--- src/rtl/button_conditioner.sv ---
// Push-button conditioner: per-channel 2-flop synchroniser and debounce FSM,
// plus a fixed-priority issuer that emits at most one single-cycle load strobe per cycle.
module button_conditioner #(
    parameter int N_BUTTONS       = 3,
    parameter int DEBOUNCE_CYCLES = 1000000
) (
    input  logic                 i_clk,
    input  logic                 i_reset,
    input  logic [N_BUTTONS-1:0] i_buttons,
    output logic [N_BUTTONS-1:0] o_pulse,
    output logic [N_BUTTONS-1:0] o_level
);

    localparam int              CNT_W    = $clog2(DEBOUNCE_CYCLES + 1);
    localparam logic [CNT_W-1:0] CNT_LAST = CNT_W'(DEBOUNCE_CYCLES - 1);
    localparam logic [CNT_W-1:0] CNT_ONE  = CNT_W'(1);

    typedef enum logic [1:0] {
        RELEASED,
        PRESS_WAIT,
        PRESSED,
        RELEASE_WAIT
    } state_t;

    logic [N_BUTTONS-1:0] sync1_p0;
    logic [N_BUTTONS-1:0] sync2_p1;
    state_t               state [N_BUTTONS];
    logic [CNT_W-1:0]     cnt   [N_BUTTONS];
    logic [N_BUTTONS-1:0] accept;
    logic [N_BUTTONS-1:0] pend;
    logic [N_BUTTONS-1:0] issue;

    function automatic logic [N_BUTTONS-1:0] lowest_set(input logic [N_BUTTONS-1:0] v);
        logic [N_BUTTONS-1:0] r;
        r = '0;
        for (int i = N_BUTTONS - 1; i >= 0; i--) begin
            if (v[i]) begin
                r    = '0;
                r[i] = 1'b1;
            end
        end
        return r;
    endfunction

    // Stage p0/p1: metastability chain on the raw asynchronous inputs
    always_ff @(posedge i_clk or negedge i_reset) begin
        if (!i_reset) begin
            sync1_p0 <= '0;
            sync2_p1 <= '0;
        end else begin
            sync1_p0 <= i_buttons;
            sync2_p1 <= sync1_p0;
        end
    end

    // Debounce: a level must hold for DEBOUNCE_CYCLES consecutive samples
    always_ff @(posedge i_clk or negedge i_reset) begin
        if (!i_reset) begin
            for (int i = 0; i < N_BUTTONS; i++) begin
                state[i] <= RELEASED;
                cnt[i]   <= '0;
            end
            o_level <= '0;
        end else begin
            for (int i = 0; i < N_BUTTONS; i++) begin
                case (state[i])
                    RELEASED: begin
                        if (sync2_p1[i]) begin
                            state[i] <= PRESS_WAIT;
                            cnt[i]   <= CNT_ONE;
                        end
                    end
                    PRESS_WAIT: begin
                        if (!sync2_p1[i]) begin
                            state[i] <= RELEASED;
                            cnt[i]   <= '0;
                        end else if (cnt[i] == CNT_LAST) begin
                            state[i]   <= PRESSED;
                            cnt[i]     <= '0;
                            o_level[i] <= 1'b1;
                        end else begin
                            cnt[i] <= cnt[i] + CNT_ONE;
                        end
                    end
                    PRESSED: begin
                        if (!sync2_p1[i]) begin
                            state[i] <= RELEASE_WAIT;
                            cnt[i]   <= CNT_ONE;
                        end
                    end
                    RELEASE_WAIT: begin
                        if (sync2_p1[i]) begin
                            state[i] <= PRESSED;
                            cnt[i]   <= '0;
                        end else if (cnt[i] == CNT_LAST) begin
                            state[i]   <= RELEASED;
                            cnt[i]     <= '0;
                            o_level[i] <= 1'b0;
                        end else begin
                            cnt[i] <= cnt[i] + CNT_ONE;
                        end
                    end
                    default: begin
                        state[i] <= RELEASED;
                        cnt[i]   <= '0;
                    end
                endcase
            end
        end
    end

    always_comb begin
        accept = '0;
        for (int i = 0; i < N_BUTTONS; i++) begin
            accept[i] = (state[i] == PRESS_WAIT) && sync2_p1[i] && (cnt[i] == CNT_LAST);
        end
    end

    assign issue = lowest_set(pend);

    // Issue stage: a new acceptance wins over clearing the same pend bit
    always_ff @(posedge i_clk or negedge i_reset) begin
        if (!i_reset) begin
            pend    <= '0;
            o_pulse <= '0;
        end else begin
            pend    <= (pend & ~issue) | accept;
            o_pulse <= issue;
        end
    end

endmodule

--- config.mk ---
export PLATFORM = sky130hd
export DESIGN_NAME = button_conditioner
export DESIGN_NICKNAME = d
export VERILOG_FILES = /design/src/rtl/button_conditioner.sv
export SDC_FILE = /design/constraint.sdc
export NUM_CORES = 1
export LEC_CHECK = 0
export CORE_UTILIZATION = 62
export DETAILED_ROUTE_END_ITERATION = 8
export PLACE_DENSITY_LB_ADDON = 0.15
export SLEW_MARGIN = 20
export SYNTH_ARGS = -nofsm -noshare
export SYNTH_HDL_FRONTEND = slang
export SYNTH_SLANG_ARGS = --single-unit
--- constraint.sdc ---
create_clock -name i_clk -period 2.4 [get_ports i_clk]
set_clock_uncertainty 0.2 [all_clocks]
set_input_delay 0.48 -clock i_clk [delete_from_list [all_inputs] [get_ports i_clk]]
set_output_delay 0.48 -clock i_clk [all_outputs]
set_load 0.02 [all_outputs]
# ---- Yosys cells after proc, flatten, opt, wreduce, memory -nomap -nowiden
# Index checks and enable logic that the tools add are counted.
dict set report totals {
  word_cells 133
  output_inout_bits 6
  in_bits 5
  regBits 81
}
dict set report op_classes {
  bitwise_logic 3
  n_addsub 3
  n_mux 57
  n_reduce_logical 21
  eq_ne 36
}
# operator count
set ops {}
lappend ops {{$mux 20} 15}
lappend ops {{$pmux 20 s4} 3}
lappend ops {{$add 20x1->20 const B} 3}
lappend ops {{$eq 20x20->1 const B} 3}
lappend ops {{$mux 2} 18}
lappend ops {{$ne 2x2->1 const B} 18}
lappend ops {{$pmux 2 s4} 3}
lappend ops {{$ne 3x3->1 const B} 6}
lappend ops {{$reduce_and 5->1} 3}
lappend ops {{$eq 2x2->1 const B} 6}
lappend ops {{$mux 1} 12}
lappend ops {{$reduce_and 4->1} 3}
lappend ops {{$mux 3} 3}
lappend ops {{$eq 2x1->1 const B} 3}
lappend ops {{$logic_and 1x1->1} 6}
lappend ops {{$logic_not 2->1} 3}
lappend ops {{$pmux 1 s2} 3}
lappend ops {{$reduce_and 2->1} 3}
lappend ops {{$reduce_bool 2->1} 3}
lappend ops {{$and 3x3->3} 1}
lappend ops {{$not 3->3} 1}
lappend ops {{$or 3x3->3} 1}

# ---- Logic depth before layout (Yosys ltp)
dict set report depth {
  ltp_word 6
  ltp_mapped 8
  depth_no_buf 6
}

# ---- Least setup slack after synthesis
# OpenSTA, ideal clock, no wires.
dict set report synth_timing {
  path_type {reg-to-reg}
  startpoint {reg cnt[7] (netlist bit)}
  endpoint {reg cnt[8] (netlist bit)}
  t_required_ns 2.079
  stages_incl_launch_ff 7
  synth_period_minus_slack_ns 2.163
  setup_time_ns 0.121
  arrival_ns 1.842
  setup_slack_ns 0.237
  path_buffers 1
  path_cell_list {dfrtp_1 -> or4b_4 -> nor4_4 -> a21oi_2 -> buf_6 -> a21o_1 -> a22o_1}
}
dict set report synth_between {
  elab_chain_cells 4
  word_cells_on_any_way 6
  cone_classes {1 x add/sub; 1 x eq/ne; 4 x mux}
}
# element line
set synth_rtl {}
lappend synth_rtl {{start: declaration} 28} ;# logic [CNT_W-1:0] cnt [N_BUTTONS];
lappend synth_rtl {{start signal: indexed assignment} 82} ;# cnt[i] <= cnt[i] + CNT_ONE;
lappend synth_rtl {{start signal: indexed assignment} 100} ;# cnt[i] <= cnt[i] + CNT_ONE;
lappend synth_rtl {{$add 20x1->20 or $eq 20x20->1 (tied branches)} n/a}
lappend synth_rtl {{$mux 20 (*)} {77, 95}}
lappend synth_rtl {{$mux 20, on equally long branches} {92, 74}}
lappend synth_rtl {{$pmux 20 s4 (*)} 66} ;# case (state[i])
# Every way passes the cells marked *; elsewhere a longest branch is shown, timed or not.
# A chain may end at the register's enable or synchronous reset.

# ---- Worst setup path in the final report
dict set report layout_timing {
  startpoint {reg cnt[47] (netlist bit)}
  endpoint {reg cnt[56] (netlist bit)}
}
# Same word-level chain as after synthesis.

==> impl_metrics.py <==
metrics = {
    "worst_hold_path": {
        "min_path_type": "reg2reg",
    },
    "logic_synthesis": {
        "synth_fp_nets": 457,
        "yosys_warnings": 0,
        "synth_area_um2": 4228,
        "synth_compound_area_share_pct": 19.27,
        "async_flop_share_pct": 100.0,
        "ys_types": 55,
        "ys_ff_latch": 81,
        "synth-xor-area-share_pct": 2.072,
        "synth_cells": 449,
        "yosys.area_share.adder_pct": 0.8878,
        "yosysSeqAreaShare_pct": 47.94,
        "synth_top_flop_cell": "dfrtp_1",
        "synth_area_leader_cell": "dfrtp_1",
        "synth_mux_area_share_pct": 0.7399,
        "synth_edf_count": 0,
        "synth_top_family_by_area": "simple AND/OR/NAND/NOR gates",
        "synth_area_leaders": "dfrtp_1 (48%), nand3_1 (3.9%), nand2_1 (3.6%)",
        "synth_area_per_cell_um2": 9.416,
        "netlist.area_leader.share_pct": 47.94,
        "synth_most_common_cell": "dfrtp_1",
        "synth_commonest_cells": "dfrtp_1 (81), nand2_1 (40), nand3_1 (33)",
        "synthSimpleGateAreaFrac_pct": 25.04,
    },
    "setup_path": {
        "critPathLaunchType": "flop",
        "crit_fanout": 13,
        "arrival_ps": 2300,
        "crit_required_ps": 2420,
        "critPathKind": "reg2reg",
        "endpoint_kind": "flop",
    },
    "routing": {
        "num_vias": 3496,
        "routed_wl_um": 8733,
        "wl_per_cell_um": 15.62,
        "drt-initial-drc-count": 246,
        "via_per_inst": 6.254,
        "drc": 0,
        "ant_nets": 0,
        "drt_pass1_iterations": 5,
    },
    "layout": {
        "syn2layout_area_growth_pct": 11.81,
        "nets": 485,
        "drive_gt1_share_pct": 11.83,
        "finalInstanceArea_um2": 4727,
        "antenna_cells": 0,
    },
    "power": {
        "p_leak_nw": 2.065,
        "power.total_w": 0.002992,
        "peakVddDrop_mv": 0.5229,
        "power.density_nw_per_um2": 633.0,
    },
    "job": {
        "drv_cap": 0,
    },
    "global_routing": {
        "grt_start_max_net_pins": 52,
        "grt_pass1_wl_um": 15060,
        "antenna_found_initial": 0,
        "grtUsageMet3_pct": 4.326,
        "grt_util_met2_pct": 41.54,
        "grt_pass1_vias": 3251,
        "grt_use_met1_pct": 37.10,
        "busiest_layer": "met2",
        "gr-usage-all-layers_pct": 26.34,
        "gr-total-overflow": 0,
    },
    "clock_network": {
        "cts_buffers": 9,
        "clk_latency_ps": 340,
        "clockBufferDepth": 2,
        "cts_tree": "done",
        "htree_levels": 3,
        "clkTransAtPathRegs_ps": 90,
        "clk_root_buffer_cell": "clkbuf_8",
        "cts_setup_buffers": 0,
        "clkSinkCount": 81,
    },
    "floorplanning": {
        "initial_core_util_pct": 65.46,
        "core_region_area_um2": 6459,
        "die_width_um": 84.58,
        "die_h_um": 84.58,
        "ios": 11,
        "die-area_um2": 7153,
        "rows": 29,
    },
    "timing": {
        "setup_violations": 0,
        "max_freq_ghz": 0.4397,
        "period_needed_ps": 2274,
        "tightest_slew_ps": 502.1,
        "setup_ws_ps": 125.6,
        "relSlewSlack_pct": 66.27,
        "rsz0062_at_grt": "false",
        "slew_viol_final": 0,
        "fin_tns_setup_ps": 0,
        "hold_viol_final": 0,
        "fin_crit_sh_pct": 94.77,
    },
    "placement": {
        "placed_area_um2": 4511,
        "dp_hpwl_um": 5873,
        "portBuffers": 10,
        "place_congestion": 0.8914,
        "dp_slack_ps": 103.4,
    },
    "run_status": {
        "status": "finished clean",
    },
}
## worst max-delay path, cell delays in order, from the launching register on
cell     delay [ps]
dfrtp_1         420
or4b_4          550
nor4b_4         350
a21oi_4         180
buf_4           210
a41oi_1         180
a31oi_1          60
## layout by cell type (no fill, tap or decap), types with 6 or more instances in the layout
cell              n
inv_1            14
and3_1            6
xor2_1            6
nand2_1          40
a22o_1           15
and2_1           12
clkdlybuf4s50_1   9
nor3_1            8
a21oi_1          29
nor2_1           25
o21ai_0          29
nor4_1            7
buf_4            26
nand4_1          19
or3_1             7
nand3_1          33
clkbuf_8         10
a31oi_1          21
dfrtp_1          81
a21o_1            8
nand2b_1          9
## layer usage
| layer | routed length [um] | vias up |
|---|---|---|
| li1 | - | 1715 |
| met1 | 4174 | 1671 |
| met2 | 4079 | 102 |
| met3 | 399 | 8 |
| met4 | 79 | 0 |
| met5 | 0 | - |
## flip-flops by register name, indices dropped and copies added (netlist names), named ones only
signal    count
pend          3
o_pulse       3
cnt          60
sync1_p0      3
o_level       3
sync2_p1      3
state         3
## power by group
group | total, W | switching (W) | internal, W
combinational | 0.000546 | 0.000343 | 0.000203
clock | 0.000940 | 0.000523 | 0.000417
sequential | 0.00151 | 0.0000801 | 0.00143
## layout make-up
type / instances / area (um2)
sequential: 81 / 2027
clock buffer: 10 / 137.6
clock inverter: 6 / 48.80
multi-input combinational: 334 / 2049
timing repair buffer: 37 / 315.3
inverter: 14 / 52.55
tap: 77 / 96.34
fill: 469 / 1732
## logic make-up after synthesis
family	Yosys count
compound gates	128
xor+xnor	10
fa+ha+maj	3
buf+inv	34
flops	81
mux	3
simple gates	190
## path summary, 6_finish.rpt
check	from	end	slack [ps]	cells after the start
worst max-delay path	cnt[47]$_DFFE_PN0P_	cnt[56]$_DFFE_PN0P_	130	6
worst min-delay path	sync1_p0[1]$_DFF_PN0_	sync2_p1[1]$_DFF_PN0_	150	0
worst max register to register	cnt[47]$_DFFE_PN0P_	cnt[56]$_DFFE_PN0P_	130	6
worst min register to register	sync1_p0[1]$_DFF_PN0_	sync2_p1[1]$_DFF_PN0_	150	0
max in group asynchronous	i_reset	cnt[40]$_DFFE_PN0P_	1000	3
min in group asynchronous	i_reset	cnt[28]$_DFFE_PN0P_	400	2
## metrics by stage
stage | std cells | hold WS, ps | util [%]
after floorplan | 449 | -15.59 | -
after global placement | 542 | 134.5 | 69.84
after detailed placement | 542 | 134.7 | 69.84
after CTS | 559 | 155.0 | 72.88
after global routing | 559 | 159.5 | 73.19
final | 559 | 152.4 | 73.19
## repair_timing
| action | CTS | global route |
|---|---|---|
| hold buffers | 1 | 0 |
| gates resized for setup | 0 | 3 |
| endpoints found under the setup margin | 0 | 6 |
| hold endpoints to repair | 30 | 0 |
(Power assumes the default switching activity.)
